## config.mk

```make
export PLATFORM = sky130hd
export DESIGN_NAME = rr_mux_arbiter_flat
export DESIGN_NICKNAME = d
export VERILOG_FILES = /design/src/rtl/otter_mux_pkg.sv /design/src/rtl/rr_mux_arbiter_if.sv /design/src/rtl/rr_arbiter.sv /design/src/rtl/rr_mux_arbiter.sv /design/src/flat_wrapper.sv
export SDC_FILE = /design/constraint.sdc
export NUM_CORES = 1
export LEC_CHECK = 0
export BUFFER_PORTS_ARGS = -buffer_cell sky130_fd_sc_hd__clkbuf_2
export CORE_MARGIN = 1
export CORE_UTILIZATION = 27
export CTS_CLUSTER_SIZE = 14
export DETAILED_ROUTE_END_ITERATION = 10
export PLACE_DENSITY_LB_ADDON = 0.2
export SYNTH_ARGS = -nofsm -noshare
export SYNTH_HDL_FRONTEND = slang
export SYNTH_SLANG_ARGS = --single-unit
```

## constraint.sdc

```tcl
create_clock -name clk -period 2.3 [get_ports clk]
set_clock_uncertainty 0.15 [all_clocks]
set_input_delay 0.345 -clock clk [delete_from_list [all_inputs] [get_ports clk]]
set_output_delay 0.345 -clock clk [all_outputs]
set_load 0.1 [all_outputs]
```

## src/rtl/otter_mux_pkg.sv

```systemverilog
// rtl/otter_mux_pkg.sv - shared mode and state enums for the channel mux arbiter
// Purpose : common types imported by the arbiter top and its sub-modules.
// Contents: mode_e  (MODE_FIXED, MODE_RR) select policy
//           state_e (EMPTY, FULL) output register occupancy
package otter_mux_pkg;

  typedef enum logic {
    MODE_FIXED = 1'b0,
    MODE_RR    = 1'b1
  } mode_e;

  typedef enum logic {
    EMPTY = 1'b0,
    FULL  = 1'b1
  } state_e;

endpackage

```

## src/rtl/rr_mux_arbiter_if.sv

```systemverilog
// rtl/rr_mux_arbiter_if.sv - handshake bundle between channel sources, the arbiter and the sink
// Purpose : groups the N input channels and the single registered output.
// Signals : in_data[N*WIDTH] / in_valid[N] / in_ready[N]  input channels
//           sel                                           fixed-mode channel select
//           out_data / out_chan / out_valid / out_ready   registered output
// Modports: slave  - arbiter side
//           master - environment side (sources + sink)
interface rr_mux_arbiter_if #(
  parameter int WIDTH = 32,
  parameter int N     = 4
);
  localparam int IW = $clog2(N);

  logic [N*WIDTH-1:0] in_data;
  logic [N-1:0]       in_valid;
  logic [N-1:0]       in_ready;
  logic [IW-1:0]      sel;
  logic [WIDTH-1:0]   out_data;
  logic [IW-1:0]      out_chan;
  logic               out_valid;
  logic               out_ready;

  modport slave (
    input  in_data, in_valid, sel, out_ready,
    output in_ready, out_data, out_chan, out_valid
  );

  modport master (
    output in_data, in_valid, sel, out_ready,
    input  in_ready, out_data, out_chan, out_valid
  );
endinterface

```

## src/rtl/rr_arbiter.sv

```systemverilog
// rtl/rr_arbiter.sv - rotating-priority search over a request vector
// Purpose : returns the first requesting index at or after ptr, wrapping modulo N.
// Ports   : req[N]       request vector
//           ptr          highest-priority index this cycle (must be < N)
//           grant        index of the winning request
//           grant_valid  at least one request was present
module rr_arbiter #(
  parameter int N = 4,
  localparam int IW = $clog2(N)
) (
  input  logic [N-1:0]  req,
  input  logic [IW-1:0] ptr,
  output logic [IW-1:0] grant,
  output logic          grant_valid
);

  int idx;

  always_comb begin
    grant       = '0;
    grant_valid = 1'b0;
    idx         = 0;
    // Walk offsets 0..N-1 from ptr; N need not be a power of two, so the
    // wrap is an explicit subtract rather than a bit truncation.
    for (int off = 0; off < N; off++) begin
      idx = int'(ptr) + off;
      if (idx >= N) begin
        idx = idx - N;
      end
      if (!grant_valid && req[idx]) begin
        grant_valid = 1'b1;
        grant       = IW'(idx);
      end
    end
  end

endmodule

```

## src/rtl/rr_mux_arbiter.sv

```systemverilog
// rtl/rr_mux_arbiter.sv - N-to-1 channel mux with one registered output stage
// Purpose : selects one input channel per cycle (fixed SEL or round-robin) and
//           holds the chosen word in a single EMPTY/FULL output register.
// Ports   : clk  sole clock, rising edge
//           rst  asynchronous active-high reset
//           bus  rr_mux_arbiter_if.slave (channel inputs, select, output)
module rr_mux_arbiter import otter_mux_pkg::*; #(
  parameter int    WIDTH = 32,
  parameter int    N     = 4,
  parameter mode_e MODE  = MODE_RR
) (
  input  logic               clk,
  input  logic               rst,
  rr_mux_arbiter_if.slave    bus
);

  localparam int IW = $clog2(N);

  state_e        state;
  state_e        state_next;
  logic [IW-1:0] ptr;
  logic [IW-1:0] rr_grant;
  logic          rr_grant_valid;
  logic [IW-1:0] grant;
  logic          grant_valid;
  logic          load_en;
  logic          xfer;

  rr_arbiter #(.N(N)) u_rr_arbiter (
    .req         (bus.in_valid),
    .ptr         (ptr),
    .grant       (rr_grant),
    .grant_valid (rr_grant_valid)
  );

  // Grant selection and input handshake; in_data never feeds this path.
  always_comb begin
    grant       = '0;
    grant_valid = 1'b0;
    if (MODE == MODE_FIXED) begin
      grant = bus.sel;
      // An out-of-range select (possible when N is not a power of two) grants nothing.
      if (int'(bus.sel) < N) begin
        grant_valid = bus.in_valid[bus.sel];
      end
    end else begin
      grant       = rr_grant;
      grant_valid = rr_grant_valid;
    end

    load_en = (state == EMPTY) || bus.out_ready;
    xfer    = load_en && grant_valid && !rst;

    bus.in_ready = '0;
    for (int i = 0; i < N; i++) begin
      bus.in_ready[i] = xfer && (grant == IW'(i));
    end
  end

  always_comb begin
    state_next = state;
    case (state)
      EMPTY: if (xfer) state_next = FULL;
      FULL: begin
        // A drain and a load in the same cycle keeps the stage FULL.
        if (xfer) begin
          state_next = FULL;
        end else if (bus.out_ready) begin
          state_next = EMPTY;
        end
      end
      default: state_next = EMPTY;
    endcase
  end

  assign bus.out_valid = (state == FULL);

  always_ff @(posedge clk or posedge rst) begin
    if (rst) begin
      state        <= EMPTY;
      ptr          <= '0;
      bus.out_data <= '0;
      bus.out_chan <= '0;
    end else begin
      state <= state_next;
      if (xfer) begin
        bus.out_data <= bus.in_data[int'(grant)*WIDTH +: WIDTH];
        bus.out_chan <= grant;
        if (MODE == MODE_RR) begin
          ptr <= (int'(grant) == N - 1) ? '0 : grant + IW'(1);
        end
      end
    end
  end

endmodule

```

## src/flat_wrapper.sv

```systemverilog
// flat-port wrapper written by rule: the top's interface ports become plain ports
module rr_mux_arbiter_flat import otter_mux_pkg::*;
#(
  parameter int    WIDTH = 32,
  parameter int    N     = 4,
  parameter mode_e MODE  = MODE_RR
)
  (clk, rst, bus_in_data, bus_in_valid, bus_sel, bus_out_ready, bus_in_ready, bus_out_data, bus_out_chan, bus_out_valid);
  rr_mux_arbiter_if #(.WIDTH(WIDTH), .N(N)) bus_i ();
  input  logic clk;
  input  logic rst;
  input wire logic [$bits(bus_i.in_data)-1:0] bus_in_data;
  input wire logic [$bits(bus_i.in_valid)-1:0] bus_in_valid;
  input wire logic [$bits(bus_i.sel)-1:0] bus_sel;
  input wire logic [$bits(bus_i.out_ready)-1:0] bus_out_ready;
  output wire logic [$bits(bus_i.in_ready)-1:0] bus_in_ready;
  output wire logic [$bits(bus_i.out_data)-1:0] bus_out_data;
  output wire logic [$bits(bus_i.out_chan)-1:0] bus_out_chan;
  output wire logic [$bits(bus_i.out_valid)-1:0] bus_out_valid;
  assign bus_i.in_data = bus_in_data;
  assign bus_i.in_valid = bus_in_valid;
  assign bus_i.sel = bus_sel;
  assign bus_i.out_ready = bus_out_ready;
  assign bus_in_ready = bus_i.in_ready;
  assign bus_out_data = bus_i.out_data;
  assign bus_out_chan = bus_i.out_chan;
  assign bus_out_valid = bus_i.out_valid;
  rr_mux_arbiter #(.WIDTH(WIDTH), .N(N), .MODE(MODE)) u_core (.clk(clk), .rst(rst), .bus(bus_i));
endmodule
```

# == Yosys cells after proc, flatten, opt, wreduce, memory -nomap -nowiden ==
# Index checks and enable logic that the tools add are counted.
# totals
wordCells,70
ff_bits,37
out_inout_bits,39
# classes
mux,29
reduce_logical,15
addsub,8
n_lt_le_gt_ge,8
n_shift,1
n_bitwise,1
n_eq_ne,4
# ops
operator,count
less-than comparator 32 x 4 -> 1 bit (second input constant),4
2-to-1 mux 32 bit,4
variable part select 128 x 8 -> 32 bit,1
2-to-1 mux 1 bit,15
subtractor 3 x 3 -> 4 bit (second input constant),3
2-to-1 mux 2 bit,5
greater-or-equal comparator 3 bit (second input constant),3
logical AND 1 bit,9
binary-select mux 1 bit (select 2 bit),4
adder 2 x 2 -> 3 bit (second input constant),2
equality test 2 x 1 -> 1 bit (second input constant),2
equality test 2 bit (second input constant),2
logical NOT 1 bit,4
subtractor 2 x 3 -> 4 bit (second input constant),1
adder 2 x 1 -> 3 bit (second input constant),1
greater-or-equal comparator 2 x 3 -> 1 bit (second input constant),1
adder 2 x 1 -> 2 bit (second input constant),1
logical NOT 2 bit,1
one-hot mux 1 bit (2 select lines),1
logical OR 1 bit,1
NOT 1 bit,1

# == Longest topological paths before layout ==
# Gate-level depths: netlist (run 1).
# depth
ltp_word,19
depth_mapped,7
mapped_depth_nobuf,5

# == Cells and area by module ==
# Synthesis (run 1) repeated with hierarchy kept, for this count alone.
# unflattened
hier_cells,149
area_unflattened_um2,2433.6
# modules_own_cells
mod,area_each_um2,n_inst,cells_each,seq_area_each_um2
rr_mux_arbiter,2356.0,1,134,925.9
rr_arbiter,77.6,1,15,0.0

# == Worst setup path after synthesis (run 1) ==
# Ideal clock, no wire load.
# synth_timing
path_kind,register -> output
startpoint,"register u_core.state, in the netlist u_core.bus.out_valid"
endpoint,output port bus_in_ready[0]
t_required_ps,1805
slack_ps,-1919
n_path_buf,2
t_arrival_ps,3724
path_stages_with_launch,6
cell_sequence,dfrtp_1 nand2b_1 nand2_1 clkbuf_1 clkbuf_1 nor3b_1
# synth_between
elab_chain_cells,5
# synth_rtl
element,line,text
"start, declared",rr_mux_arbiter.sv:19,state_e state;
"start signal, assigned",rr_mux_arbiter.sv:85,state <= state_next;
NOT 1 bit,rr_mux_arbiter.sv:51,load_en = (state == EMPTY) || bus.out_ready;
logical OR 1 bit,rr_mux_arbiter.sv:51,
logical AND 1 bit (2 in a row),rr_mux_arbiter.sv:52,xfer = load_en && grant_valid && !rst;
logical AND 1 bit,rr_mux_arbiter.sv:56,bus.in_ready[i] = xfer && (grant == IW'(i));
"end, declared",flat_wrapper.sv:16,output wire logic [$bits(bus_i.in_ready)-1:0] bus_in_ready;
# No other way between the ends.

# == Worst setup path in the final report (run 1) ==
# layout_timing
startpoint,register u_core.ptr[0]
endpoint,output port bus_in_ready[2]
# layout_between
elab_chain_cells,18
# layout_rtl
element,line,text
"start, declared",rr_mux_arbiter.sv:21,logic [IW-1:0] ptr;
"start signal, assigned",rr_mux_arbiter.sv:90,ptr <= (int'(grant) == N - 1) ? '0 : grant + IW'(1);
branches (longest 17 deep; another with subtractor 3 x 3 -> 4 bit),--,
logical AND 1 bit (*),rr_mux_arbiter.sv:56,
# Mark *: on every way between the ends. The select of a mux whose other input is x is not followed.

==> results of run 1 <==
==> worst register-to-register path, cell delays in order, from the launching register on <==
cell	delay (ns)
dfrtp_2	0.43
buf_4	0.15
o21a_1	0.13
o221ai_4	0.09
buf_4	0.15
buf_4	0.43
a21boi_1	0.19
o21ai_1	0.20
a21oi_1	0.08
==> state kept, by name, summed over array words and instances, names as in the netlist <==
signal                cells
u_core.ptr                2
u_core.bus.out_valid      1
u_core.bus.out_data      32
u_core.bus.out_chan       2
==> timing repair <==
| item | in CTS | in global routing |
|---|---|---|
| gates cloned | 0 | 0 |
| hold buffers | 1 | 0 |
| hold endpoints to repair | 19 | 0 |
| pin swaps | 2 | 2 |
| resized for setup | 3 | 0 |
| endpoints found under the setup margin | 3 | 3 |
| setup buffers | 5 | 1 |
==> layer usage <==
metal  global-route usage, %  vias to the layer above
met3                    3.36                       10
met5                       0                        -
li1                        -                     1477
met4                    5.48                        0
met1                    22.0                     1331
met2                    32.3                      132
==> through the flow <==
| step | util (%) | hold WS, ns | cells | power, mW | TNS (ns) |
|---|---|---|---|---|---|
| 3_5_place_dp | 40.9 | 0.228 | 570 | 4.41 | 0 |
| 5_1_grt | 42.6 | 0.193 | 585 | 5.16 | -0.189 |
| 3_3_place_gp | 40.9 | 0.243 | 570 | 4.38 | 0 |
| 2_1_floorplan | - | 0.375 | 301 | 3.71 | -0.311 |
| 6_report | 42.6 | 0.197 | 585 | 4.88 | -0.00132 |
| 4_1_cts | 42.6 | 0.184 | 584 | 4.93 | -0.0139 |
==> report_power, final <==
part | internal [mW] | switching, mW | total (mW)
clock network | 0.210 | 0.225 | 0.435
registers | 0.885 | 0.137 | 1.02
logic | 0.814 | 2.61 | 3.42
==> final cells by class <==
class | count | area [µm²] | share of cell area (%)
well taps | 108 | 135 | 3.60
flip-flops and latches | 37 | 931 | 24.8
clock buffers | 6 | 72.6 | 1.93
repair buffers | 199 | 1120 | 29.9
inverters | 4 | 15.0 | 0.400
clock inverters | 2 | 10.0 | 0.267
multi-input cells | 229 | 1470 | 39.1
==> cells in the mapped netlist (4+ instances only) <==
cell type,count,share of area (%)
a21boi_0,10,3.0
a21boi_1,21,6.3
and3_1,33,8.3
inv_1,4,0.60
clkbuf_1,23,3.5
nand2_1,7,1.1
o21ai_1,33,6.6
o21ai_0,4,0.80
a221oi_1,32,11
nor2_1,36,5.4
dfrtp_1,37,37
buf_6,6,2.7
a21oi_1,35,7.0
==> cells by family after synthesis <==
family | synth area share (%)
AO/OA/AOI/OAI | 37.8
AND/OR/NAND/NOR | 17.3
flip-flops | 37.2
buffers and inverters | 7.18
adder cells (fa/ha/maj) | 0.502
==> placed cells by master, fill, tap and decap left out, types with 10 or more instances in the layout <==
cell / synthesis / layout
a21boi_1: 21 / 21
clkbuf_2: 0 / 169
buf_4: 0 / 25
nor2_1: 36 / 36
a221oi_1: 32 / 32
dfrtp_1: 37 / 35
o21ai_1: 33 / 32
a21oi_1: 35 / 35
a21boi_0: 10 / 10
and3_1: 33 / 32
==> path summary, 6_finish.rpt <==
check | to | slack (ns)
setup / recovery | bus_in_ready[2] | -0.001
hold reg to reg | u_core.bus.out_chan[0]$_DFFE_PP0P_ | 0.36
min in group asynchronous | u_core.bus.out_valid$_DFF_PP0_ | 0.47
max in group asynchronous | u_core.bus.out_chan[0]$_DFFE_PP0P_ | 0.93
setup reg to reg | u_core.bus.out_data[25]$_DFFE_PP0P_ | 0.19
hold / removal | u_core.bus.out_valid$_DFF_PP0_ | 0.20
==> reports/qor.txt, run 1 <==
critical path class: reg -> out
ys flop type: dfrtp_1
Worst-Skew Late Latency: 0.28 ns
Seq cells post-synth: 37
Post-synth EDFFs: 0
starting DRC count in detailed routing: 120
Clock Path Buffers: 2
Final ANT Viol Nets: 0
met3 routed WL: 557 µm
Worst-path clk slew: 0.07 ns
Ports: 176
Final setup viols: 1
crit path cell chain: nor2b_2, buf_4, o21ai_0, o21ai_2, buf_4, nor3_4, buf_12
total grt overflow: 0
HP Class: in -> reg
failing checks: design-rule violations, negative setup slack
M1 WL: 3470 µm
CTS tree: yes
number of global-route vias before repair: 2877
register area share after synthesis: 37.2%
Overall Global Routing Usage: 18.1%
full die area: 9610 µm²
Worst Path Max Fanout: 4
Worst Hold Path Cells: 3
Die Y-Extent: 98.1 µm
most used cell, CP: buf_4
initial antenna violation count: 0
Via density: 5.04
placed cell area: 3600 µm²
Setup WS pre-CTS: 0.0724 ns
layout cell share with drive strength beyond 1: 46.5%
endpoints failing hold: 0
critical path's slowest cell: dfrtp_1
period utilization: 100%
Max-Cap Viols: 0
drt drc: 8
first drt pass iteration count: 7
Critical Path RT: 1.80 ns
fmax: 0.435 GHz
WP buf/inv: 3
CP startpoint kind: flip-flop
RSZ-0062 raised after global routing: yes
crit path setup slack, layout: -0.00132 ns
Final min period: 2.30 ns
Synth Warn #: 0
Final Max Slew Viols: 0
clk sinks: 37
final instance area: 3750 µm²
Slew @ Worst Pin: 0.561 ns
Area growth syn-to-layout: 50.7%
top sig layer: met4
drt wl/cell: 14.6 µm
core area: 8810 µm²
FP Rows: 34
H-tree depth: 2
syn_area_per_cell: 8.28 µm²
outcome: complete, but fails checks
CP startpoint: u_core.ptr[0]$_DFFE_PP0P_
# fillers: 909
Pwr Density: 1300 nW/µm²
Die X-Extent: 98.1 µm
worst r2r src: u_core.ptr[1]$_DFFE_PP0P_
port buffer count: 173
Max transition margin: 62.8%
ys async rst share: 100%
CP Capture Type: primary output
Final GP Congestion: 0.766
Synth cell types: 30
cell family with most CP delay: buffers and inverters
final WL: 8560 µm
pin count of the biggest net entering global routing: 65
Hold Crit Start: bus_out_ready
Leak: 1.91 nW
Initial Util: 28.3%
DP HPWL: 6560 µm
worst vdd ir: 0.559 mV
root buffer cell: clkbuf_8
metal2 WL: 4410 µm
post-synthesis instance area: 2490 µm²
Crit path depth: 7
first-pass GRT wire length: 13900 µm
Diodes inserted: 0
syn_nets: 439
Cells after Synth: 301
Nets: 614
clock buffer count from CTS: 5
r2r worst-path depth: 8
Critical Path AT: 1.81 ns
vias: 2950
max incr delay on CP: 0.36 ns
(Power assumes the default switching activity.)
==> inputs of run 2 (changes only) <==
--- a/config.mk
+++ b/config.mk
@@ -11,6 +11,7 @@
 export CTS_CLUSTER_SIZE = 14
 export DETAILED_ROUTE_END_ITERATION = 10
 export PLACE_DENSITY_LB_ADDON = 0.2
+export SKIP_CTS_REPAIR_TIMING = 1
 export SYNTH_ARGS = -nofsm -noshare
 export SYNTH_HDL_FRONTEND = slang
 export SYNTH_SLANG_ARGS = --single-unit
==> run 2 against run 1 <==
Net effect:
- sequential cell count unchanged
- utilization about the same
- total power about the same
- register-to-register slack better by 0.03 ns
- clock-buffer cell count unchanged
- setup slack got worse by 0.021 ns
- largest power group unchanged
- critical path type unchanged
- the run still ends with design-rule violations, negative setup slack left
- first-iteration DRC count up 5.0%
- routed wire length grew 0.28%
- global-route usage shrank 0.22 points
- final cell count shrank 0.17%
- combinational power barely moved
==> reports/qor.txt, run 2 (synthesized netlist as in run 1, its figures left out) <==
Via density: 5.04
Sw Ratio: 60.9%
total grt overflow: 0
drt drc: 8
first-pass GRT wire length: 13800 µm
Die Y-Extent: 98.1 µm
Clock Path Buffers: 2
Area growth syn-to-layout: 50.6%
Final setup viols: 1
R2R setup slack: 0.22 ns
number of global-route vias before repair: 2838
Final GP Congestion: 0.766
period utilization: 101%
crit path setup slack, layout: -0.0224 ns
outcome: complete, but fails checks
starting DRC count in detailed routing: 126
clock buffer count from CTS: 5
failing checks: design-rule violations, negative setup slack
Critical Path AT: 1.83 ns
RSZ-0062 raised after global routing: yes
top sig layer: met4
register with the highest flop count: u_core.bus.out_data
Final min period: 2.32 ns
FP Rows: 34
# fillers: 907
initial antenna violation count: 0
Worst Hold Path Cells: 3
Initial Util: 28.3%
H-tree depth: 2
clk sinks: 37
critical path class: reg -> out
Ports: 176
non-filler cells, final: 584
full die area: 9610 µm²
Worst-path clk slew: 0.07 ns
Leak: 1.90 nW
commonest cells after routing, fill and taps aside: clkbuf_2 (169), nor2_1 (36), dfrtp_1 (35)
r2r worst-path depth: 7
drt wl/cell: 14.7 µm
endpoints failing hold: 0
Die X-Extent: 98.1 µm
combinational share of power: 70.1%
layout cell share with drive strength beyond 1: 46.6%
Worst-Skew Late Latency: 0.28 ns
met3 routed WL: 536 µm
worst vdd ir: 0.559 mV
Diodes inserted: 0
CP Capture Type: primary output
DP HPWL: 6560 µm
CTS tree: yes
M1 WL: 3490 µm
Psw: 2.97 mW
Pwr Density: 1300 nW/µm²
root buffer cell: clkbuf_8
Overall Global Routing Usage: 17.9%
Max-Cap Viols: 0
area occupied by multi-input gates: 1470 µm²
max reg flops: 32
HP Class: in -> reg
Max transition margin: 62.6%
Critical Path RT: 1.80 ns
Final Max Slew Viols: 0
Worst Path Max Fanout: 3
Nets: 613
Crit Reg-Reg Endpoint: u_core.bus.out_data[25]$_DFFE_PP0P_
final WL: 8590 µm
core area: 8810 µm²
Final ANT Viol Nets: 0
Clk pwr share: 8.9%
Placed Cells: 570
first drt pass iteration count: 7
register area: 931 µm²
vias: 2942
worst r2r src: u_core.ptr[0]$_DFFE_PP0P_
most common cell after layout, fill and taps aside: clkbuf_2
port buffer count: 173
Largest regs: u_core.bus.out_data: 32 flops, u_core.bus.out_chan: 2 flops, u_core.ptr: 2 flops
pin count of the biggest net entering global routing: 65
TNS Setup: -0.0224 ns
CP startpoint kind: flip-flop
Flop pwr share: 20.9%
Hold Crit Start: bus_out_ready
Slew @ Worst Pin: 0.563 ns
Pint: 1.91 mW
Worst Hold Endpoint: u_core.bus.out_valid$_DFF_PP0_
metal2 WL: 4460 µm
fmax: 0.431 GHz
-- run 2: cell type report --
type | instances | share of cell area (%)
clock buffers | 6 | 1.93
clock inverters | 2 | 0.267
inverters | 4 | 0.400
multi-input cells | 229 | 39.2
flip-flops and latches | 37 | 24.8
well taps | 108 | 3.60
repair buffers | 198 | 29.8
-- run 2: worst max path at each step --
stage                                         startpoint               to  slack [ns]  cells after the start
after floorplan           u_core.bus.out_valid$_DFF_PP0_  bus_in_ready[0]       -0.16                      5
after global placement                   bus_in_valid[0]  bus_in_ready[1]        0.09                      7
after detailed placement                 bus_in_valid[0]  bus_in_ready[1]        0.07                      7
after CTS                      u_core.ptr[1]$_DFFE_PP0P_  bus_in_ready[1]       -0.14                      5
after global routing           u_core.ptr[1]$_DFFE_PP0P_  bus_in_ready[1]       -0.11                      7
final                          u_core.ptr[0]$_DFFE_PP0P_  bus_in_ready[1]       -0.02                      6
-- run 2: power by group through the flow --
stage	clock, mW	sequential (mW)	combinational [mW]
after floorplan	0	2.63	1.09
after global placement	0	1.03	3.35
after detailed placement	0	1.03	3.38
after CTS	0.468	1.03	3.38
after global routing	0.486	1.05	3.63
final	0.436	1.02	3.42
-- run 2: worst max-delay path, stage by stage (launching register included) --
cell     delay [ns]
dfrtp_1        0.36
nor2b_2        0.06
or4_4          0.55
nand2_4        0.10
ha_4           0.12
and3_4         0.18
buf_12         0.17
-- run 2: metal layers --
metal  vias up  global-route usage, %
met5         -                      0
met4         0                   4.90
met3         8                   3.36
met2       124                   32.1
met1      1339                   21.8
li1       1471                      -
-- run 2: metrics by stage --
stage               setup WS (ns)  total power [mW]  cell area (µm²)  hold slack [ns]  util, %
floorplan                  -0.156              3.71             2570            0.375        -
global placement           0.0938              4.38             3600            0.243     40.9
detailed placement         0.0724              4.41             3600            0.228     40.9
CTS                        -0.137              4.87             3690          -0.0883     41.9
global route               -0.112              5.16             3750            0.193     42.6
finish                    -0.0224              4.88             3750            0.196     42.6
